### src/rtl/round_robin_arbiter_if.sv
// Request/grant bundle between N bus masters and the round-robin arbiter.
// The master side drives requests, and the arbiter (slave side) returns a registered one-hot grant.
interface round_robin_arbiter_if #(
  parameter int INPUTS      = 4,
  parameter int INDEX_WIDTH = (INPUTS > 1) ? $clog2(INPUTS) : 1
);
  logic [INPUTS-1:0]      request;
  logic [INPUTS-1:0]      grant;
  logic                   grantValid;
  logic [INDEX_WIDTH-1:0] grantIndex;

  modport master (output request, input grant, grantValid, grantIndex);
  modport slave  (input request, output grant, grantValid, grantIndex);
endinterface

### src/rtl/round_robin_arbiter.sv
// Round-robin arbiter: a registered one-hot grant appears one edge after the request is sampled.
// The owner keeps the grant while its request stays high; on release it hands off to the next requester with no bubble.
module round_robin_arbiter #(
  parameter int INPUTS = 4,
  localparam int INDEX_WIDTH = (INPUTS > 1) ? $clog2(INPUTS) : 1
) (
  input logic                  clk,
  input logic                  rst,
  round_robin_arbiter_if.slave bus
);

  typedef enum logic {
    S_IDLE,
    S_GRANTED
  } state_t;

  state_t                 r_state;
  logic [INPUTS-1:0]      r_grant;
  logic                   r_grant_valid;
  logic [INDEX_WIDTH-1:0] r_grant_index;
  logic [INDEX_WIDTH-1:0] r_last_grant;

  logic                   w_found;
  logic [INDEX_WIDTH-1:0] w_next_idx;
  logic [INPUTS-1:0]      w_next_grant;

  // Scan starts just after the last owner, so a releasing owner is always scanned last.
  always_comb begin
    w_found      = 1'b0;
    w_next_idx   = '0;
    w_next_grant = '0;
    for (int k = 1; k <= INPUTS; k++) begin
      if (!w_found && bus.request[(int'(r_last_grant) + k) % INPUTS]) begin
        w_found    = 1'b1;
        w_next_idx = INDEX_WIDTH'((int'(r_last_grant) + k) % INPUTS);
      end
    end
    if (w_found) begin
      w_next_grant[w_next_idx] = 1'b1;
    end
  end

  always_ff @(posedge clk) begin
    if (rst) begin
      r_state       <= S_IDLE;
      r_grant       <= '0;
      r_grant_valid <= 1'b0;
      r_grant_index <= '0;
      r_last_grant  <= INDEX_WIDTH'(INPUTS - 1);
    end else begin
      case (r_state)
        S_IDLE: begin
          if (w_found) begin
            r_state       <= S_GRANTED;
            r_grant       <= w_next_grant;
            r_grant_valid <= 1'b1;
            r_grant_index <= w_next_idx;
            r_last_grant  <= w_next_idx;
          end
        end
        S_GRANTED: begin
          if (!bus.request[r_grant_index]) begin
            if (w_found) begin
              r_grant       <= w_next_grant;
              r_grant_index <= w_next_idx;
              r_last_grant  <= w_next_idx;
            end else begin
              r_state       <= S_IDLE;
              r_grant       <= '0;
              r_grant_valid <= 1'b0;
              r_grant_index <= '0;
            end
          end
        end
        default: begin
          r_state       <= S_IDLE;
          r_grant       <= '0;
          r_grant_valid <= 1'b0;
          r_grant_index <= '0;
        end
      endcase
    end
  end

  assign bus.grant      = r_grant;
  assign bus.grantValid = r_grant_valid;
  assign bus.grantIndex = r_grant_index;

endmodule

### src/flat_wrapper.sv
// flat-port wrapper written by rule: the top's interface ports become plain ports
module round_robin_arbiter_flat 
#(
  parameter int INPUTS = 4,
  localparam int INDEX_WIDTH = (INPUTS > 1) ? $clog2(INPUTS) : 1
)
  (clk, rst, bus_request, bus_grant, bus_grantValid, bus_grantIndex);
  round_robin_arbiter_if #(.INPUTS(INPUTS)) bus_i ();
  input logic clk;
  input logic rst;
  input wire logic [$bits(bus_i.request)-1:0] bus_request;
  output wire logic [$bits(bus_i.grant)-1:0] bus_grant;
  output wire logic [$bits(bus_i.grantValid)-1:0] bus_grantValid;
  output wire logic [$bits(bus_i.grantIndex)-1:0] bus_grantIndex;
  assign bus_i.request = bus_request;
  assign bus_grant = bus_i.grant;
  assign bus_grantValid = bus_i.grantValid;
  assign bus_grantIndex = bus_i.grantIndex;
  round_robin_arbiter #(.INPUTS(INPUTS)) u_core (.clk(clk), .rst(rst), .bus(bus_i));
endmodule
### config.mk
export PLATFORM = sky130hd
export DESIGN_NAME = round_robin_arbiter_flat
export DESIGN_NICKNAME = d
export VERILOG_FILES = /design/src/rtl/round_robin_arbiter_if.sv /design/src/rtl/round_robin_arbiter.sv /design/src/flat_wrapper.sv
export SDC_FILE = /design/constraint.sdc
export NUM_CORES = 1
export LEC_CHECK = 0
export BUFFER_PORTS_ARGS = -buffer_cell sky130_fd_sc_hd__buf_2
export CELL_PAD_IN_SITES_DETAIL_PLACEMENT = 0
export CELL_PAD_IN_SITES_GLOBAL_PLACEMENT = 1
export CORE_UTILIZATION = 39
export CTS_BUF_LIST = sky130_fd_sc_hd__clkbuf_8
export CTS_CLUSTER_SIZE = 24
export DETAILED_ROUTE_END_ITERATION = 6
export PLACE_DENSITY_LB_ADDON = 0.1
export SYNTH_ARGS = -nofsm -noshare
export SYNTH_HDL_FRONTEND = slang
export SYNTH_SLANG_ARGS = --single-unit
### constraint.sdc
create_clock -name clk -period 1.8 [get_ports clk]
set_clock_uncertainty 0.05 [all_clocks]
set_input_delay 0.09 -clock clk [delete_from_list [all_inputs] [get_ports clk]]
set_output_delay 0.09 -clock clk [all_outputs]
set_load 0.005 [all_outputs]
==> metrics, run 1 <==
run status=finished, final reports clean; Critical Path Fanout Max=5; Synth cell types=27; row cnt=12; Die ar.=1488 sq um; Placed Instances=79; initial drt markers=13; Top Ports=13; CP startpoint kind=register; Sw Ratio=28.01%; number of global-route vias before repair=410; RSZ-0062 raised after global routing=false; Post-CTS Resized=0; final cell count without fillers=82; Worst Setup Path Type=reg2reg; Clk pwr share=35.2%; first-pass GRT wire length=1.849 mm; Initial Util=44.55%; TritonCTS Buffers=3; crit share post-route=~95%; Worst IR Drop VDD=about 0.55 mV; setup TNS=0 ns; Die Height=38.58 um; 1st-pass router iterations=4; layout cell share with drive strength beyond 1=a little under a third; largest net degree at the start of global routing=9; clk_lat worst skew=0.24 ns; P&R area growth vs syn=22.06%; Mean Syn Cell Area=9.662 sq um; Post-layout nets=77; CP Capture Type=register; fillers=roughly 110; Syn Inst Count=54; Ant. Diodes=0; Largest delay share family, worst path=multiplexers; worst min path class=in2reg; dpl hpwl=just over 800 um; Final Hold Viols=0; combinational power share=around 23%; Bufs on Longest Clock Path=2; Slew Viols, Final=0; vias per inst=5.634; CTS tree=built; Psw=0.0001818 W; PwrDens=1019 nW/um^2; GP Congestion=0.7201; LEAKAGE=0.2952 nW; number of synthesized register bits=10; worst-margin pin slew=slightly above 0.4 ns; Worst R2R Setup Slack=0.1 ns; placed cell area=595.6 sq um; grt ovf=0; CTS Sinks=10; Slew HR=between 70 and 80%; DRT antenna net count=0; Post-CTS Hold Buffers=0; core footprint=1171 sq um; WP buf/inv=0; fmax=586.8 MHz; wire per inst=13.65 um; setup violators final=0; Yosys Warn Count=0; internal power=0.0004674 W; GRT Util Overall=about a fifth; DRT Wirelength=1.119 mm; Chip Width=38.58 um; Slowest cell on crit path=mux4_2; critical path required time=approximately 1.9 ns; arrival time worst endpoint=1.77 ns; vias=~460; Final Core Density=54.38%; syn_nets=61; Synth Cell Area=521.8 sq um; final worst path period need=1.704 ns; Clock transition at path regs=0.05 ns; I/O Buffers=12; H-tree Lvls=1; CP cell instances=mux4_2 -> a21oi_4 -> nor2_1 -> a22o_2; drc violations=0; final instance area=around 640 sq um; Root Driver=clkbuf_8; initial antenna violation count=0; Max stage delay on crit path=0.59 ns; sequential area share after synthesis=38.37%; post-CTS setup buffer count=0; Reg power frac=between 40 and 50%; reported max-cap violation count=0
[path summary, 6_finish.rpt]
path	start	endpoint	cells past startpoint
worst max-delay path	u_core.bus.grantIndex[0]	u_core.bus.grantIndex[1]	4
worst min-delay path	rst	u_core.r_state	2
worst max register to register	u_core.bus.grantIndex[0]	u_core.bus.grantIndex[1]	4
worst min register to register	u_core.bus.grant[3]	u_core.bus.grant[3]	1
[per-stage QoR]
stage | hold slack [ns] | total power, W | worst slack [ns]
floorplan | 0.1955 | 0.0003776 | 0.1479
global placement | 0.3404 | 0.0004249 | 0.1269
detailed placement | 0.3421 | 0.0004239 | 0.1156
CTS | 0.09737 | 0.0006550 | 0.09372
global route | 0.1181 | 0.0006818 | 0.02020
finish | 0.09834 | 0.0006492 | 0.09580
[layer usage]
| layer | GRT usage (%) | routed length, um |
|---|---|---|
| met1 | 26.81 | 596 |
| met4 | 12.93 | 21 |
| met2 | 25.00 | 446 |
| met3 | 6.936 | 54 |
| met5 | 0 | 0 |
[Yosys cell counts]
| cell type | instances | share of area (%) |
|---|---|---|
| a211oi_1 | 1 | 1.4 |
| a21o_1 | 1 | 1.4 |
| a21oi_1 | 2 | 1.9 |
| a21oi_4 | 1 | 3.1 |
| a221o_1 | 2 | 3.8 |
| a221oi_1 | 1 | 1.7 |
| a22o_2 | 1 | 1.9 |
| a32o_1 | 3 | 5.8 |
| a41o_1 | 1 | 1.9 |
| buf_4 | 1 | 1.4 |
| clkbuf_1 | 1 | 0.72 |
| dfxtp_1 | 10 | 38 |
| ha_1 | 1 | 2.4 |
| inv_1 | 4 | 2.9 |
| mux2i_1 | 1 | 1.9 |
| mux4_2 | 1 | 4.3 |
| nand2_1 | 6 | 4.3 |
| nor2_1 | 4 | 2.9 |
| nor2b_1 | 2 | 2.4 |
| nor3_4 | 1 | 3.1 |
| nor3b_1 | 1 | 1.4 |
| nor4_1 | 1 | 1.2 |
| o211ai_1 | 1 | 1.4 |
| o21a_1 | 1 | 1.4 |
| o21ai_0 | 3 | 2.9 |
| o221a_2 | 1 | 2.2 |
| o221ai_1 | 1 | 1.7 |
[cell usage in the layout (no fill, tap or decap), types with 2 or more instances in the layout]
| cell | n |
|---|---|
| clkbuf_8 | 3 |
| nor2_1 | 4 |
| a32o_1 | 3 |
| buf_2 | 12 |
| dfxtp_1 | 10 |
| o21ai_0 | 3 |
| inv_1 | 4 |
| nor2b_1 | 2 |
| a21oi_1 | 2 |
| nand2_1 | 6 |
| a221o_1 | 2 |
[state kept, by name (all words and copies together) (netlist names)]
name,count
u_core.r_last_grant,2
u_core.bus.grantIndex,2
u_core.bus.grantValid,1
u_core.r_state,1
u_core.bus.grant,4
[area by class of cell]
class | instances | area (sq um) | share of cell area (%)
Multi-Input combinational cell | 38 | 295.3 | 46.37
Sequential cell | 10 | 200.2 | 31.43
Timing Repair Buffer | 13 | 67.56 | 10.61
Clock buffer | 3 | 41.29 | 6.483
Tap cell | 14 | 17.52 | 2.750
Inverter | 4 | 15.01 | 2.358
[power by group through the flow]
stage	Clock (W)	Sequential (W)	Combinational (W)
floorplan	0	0.000270	0.000107
global placement	0	0.000277	0.000148
detailed placement	0	0.000277	0.000147
CTS	0.000234	0.000274	0.000148
global route	0.000239	0.000278	0.000165
finish	0.000228	0.000274	0.000147
[kinds of logic after synthesis]
kind of cell,Yosys count,share of synthesized area [%]
AOI/OAI and AO/OA,20,32.62
and+or+nand+nor,15,15.35
DFF,10,38.37
buffers and inverters,6,5.035
muxes,2,6.235
adders and majority gates,1,2.398
(Power assumes the default switching activity.)
==> inputs of run 2 (changes only) <==
--- a/config.mk
+++ b/config.mk
@@ -5,14 +5,15 @@
 export SDC_FILE = /design/constraint.sdc
 export NUM_CORES = 1
 export LEC_CHECK = 0
-export BUFFER_PORTS_ARGS = -buffer_cell sky130_fd_sc_hd__buf_2
+export BUFFER_PORTS_ARGS = -buffer_cell sky130_fd_sc_hd__clkbuf_2
 export CELL_PAD_IN_SITES_DETAIL_PLACEMENT = 0
 export CELL_PAD_IN_SITES_GLOBAL_PLACEMENT = 1
-export CORE_UTILIZATION = 39
+export CORE_UTILIZATION = 36
 export CTS_BUF_LIST = sky130_fd_sc_hd__clkbuf_8
 export CTS_CLUSTER_SIZE = 24
 export DETAILED_ROUTE_END_ITERATION = 6
 export PLACE_DENSITY_LB_ADDON = 0.1
+export SLEW_MARGIN = 20
 export SYNTH_ARGS = -nofsm -noshare
 export SYNTH_HDL_FRONTEND = slang
 export SYNTH_SLANG_ARGS = --single-unit
==> run 2 against run 1 <==
Sequential power about the same. Core utilization decreased by 5.9 points. Total power decreased by 1.2%. Sequential cell count unchanged. Maximum frequency decreased by 0.47%. Via count increased by 0.87%. Sequential share of layout area decreased by 0.062 points. Critical endpoint unchanged. Largest cell class unchanged. Largest power group unchanged. Highest routed layer is now met3.
==> metrics, run 2 (synthesized netlist as in run 1, its figures left out) <==
Bufs on Longest Clock Path=2; critical path required time=approximately 1.9 ns; largest net degree at the start of global routing=9; Clock transition at path regs=0.04 ns; Slew HR=71.60%; core footprint=1318 sq um; Root Driver=clkbuf_8; Die ar.=1606 sq um; Final Hold Viols=0; sink of the worst hold path=u_core.bus.grantValid; P&R area growth vs syn=22.30%; arrival time worst endpoint=1.78 ns; post-CTS setup buffer count=0; worst min path class=in2reg; leading cell type in the layout, fill and taps excluded=clkbuf_2; CTS Sinks=10; DRT Wirelength=1.109 mm; DRT antenna net count=0; Worst Setup Path Type=reg2reg; worst-margin pin slew=0.4222 ns; clk_lat worst skew=0.23 ns; 1st-pass router iterations=4; PwrDens=1005 nW/um^2; Chip Width=40.07 um; number of global-route vias before repair=351; first-pass GRT wire length=1.683 mm; Worst R2R Setup Slack=0.09 ns; CP startpoint kind=register; setup TNS=0 ns; wire per inst=13.36 um; setup violators final=0; vias=466; Slew Viols, Final=0; Top Ports=13; Worst R2R End=u_core.bus.grantIndex[1]; R2R cell count=4; R2R Path Start=u_core.bus.grantIndex[0]; reported max-cap violation count=0; LEAKAGE=0.2919 nW; initial drt markers=16; hold path depth=2; Ant. Diodes=0; fillers=137; H-tree Lvls=1; GP Congestion=0.7078; max reg flops=4; TritonCTS Buffers=3; initial antenna violation count=0; CTS tree=built; dpl hpwl=858.3 um; drc violations=0; crit share post-route=95.12%; Critical Path Fanout Max=5; vias per inst=5.614; Initial Util=39.60%; layout cell share with drive strength beyond 1=between 30% and 40%; GRT Util Overall=16.59%; row cnt=13; run status=finished, final reports clean; hold path start=rst; Worst IR Drop VDD=0.5807 mV; grt ovf=0; Post-layout nets=just under 80; fmax=584.0 MHz; Hold WS=0.1318 ns; commonest cells after routing, fill and taps aside=12 x clkbuf_2, 10 x dfxtp_1, 6 x nand2_1, 4 x inv_1, 4 x nor2_1; Die Height=around 40 um; Post-CTS Hold Buffers=0; CP Capture Type=register; I/O Buffers=12; RSZ-0062 raised after global routing=false; Post-CTS Resized=0; final worst path period need=1.712 ns
-- run 2: layout make-up --
cell class | count | area, sq um | share of cell area (%)
Clock buffer | 3 | 41.29 | 6.471
Inverter | 4 | 15.01 | 2.353
Tap cell | 15 | 18.77 | 2.941
Multi-Input combinational cell | 38 | 295.3 | 46.27
Sequential cell | 10 | 200.2 | 31.37
Timing Repair Buffer | 13 | 67.56 | 10.59
-- run 2: where the power goes --
part,total [W],leakage (nW),switching (W),internal (W)
combinational,0.000147,0.188,0.0000755,0.0000720
clock,0.000220,0.0216,0.0000749,0.000145
sequential,0.000274,0.0828,0.0000244,0.000249
-- run 2: worst max-delay path: stages, from the launching register on --
cell and delay (ns):
dfxtp_1 0.36, mux4_2 0.59, a21oi_4 0.23, nor2_1 0.11
a22o_2 0.26
-- run 2: how the worst max path moves through the flow --
stage,startpoint,endpoint,slack [ns],cells past startpoint
floorplan,u_core.bus.grantIndex[0],u_core.r_last_grant[0],0.15,3
global placement,u_core.bus.grantIndex[0],u_core.bus.grantIndex[1],0.12,4
detailed placement,u_core.bus.grantIndex[0],u_core.bus.grantIndex[1],0.10,4
CTS,u_core.bus.grantIndex[0],u_core.bus.grantIndex[1],0.1,4
global route,u_core.bus.grantIndex[0],u_core.bus.grantIndex[1],0.01,4
finish,u_core.bus.grantIndex[0],u_core.bus.grantIndex[1],0.09,4
-- run 2: metal layers --
metal / vias up / global-route usage (%) / part of all wire, %
li1: 239 / - / -
met1: 214 / 23.47 / 50
met2: 13 / 22.58 / 45
met3: 0 / 5.000 / 5.2
met4: 0 / 7.759 / 0
met5: - / 0 / 0
-- run 2: through the flow --
stage / area [sq um] / utilization (%) / setup slack (ns) / cells / total power, W
CTS: 638.1 / 48.43 / 0.09564 / 83 / 0.0006486
detailed placement: 596.8 / 45.30 / 0.1037 / 80 / 0.0004270
global route: 638.1 / 48.43 / 0.01448 / 83 / 0.0006797
global placement: 596.8 / 45.30 / 0.1192 / 80 / 0.0004273
finish: 638.1 / 48.43 / 0.08778 / 83 / 0.0006413
floorplan: 521.8 / - / 0.1479 / 54 / 0.0003776
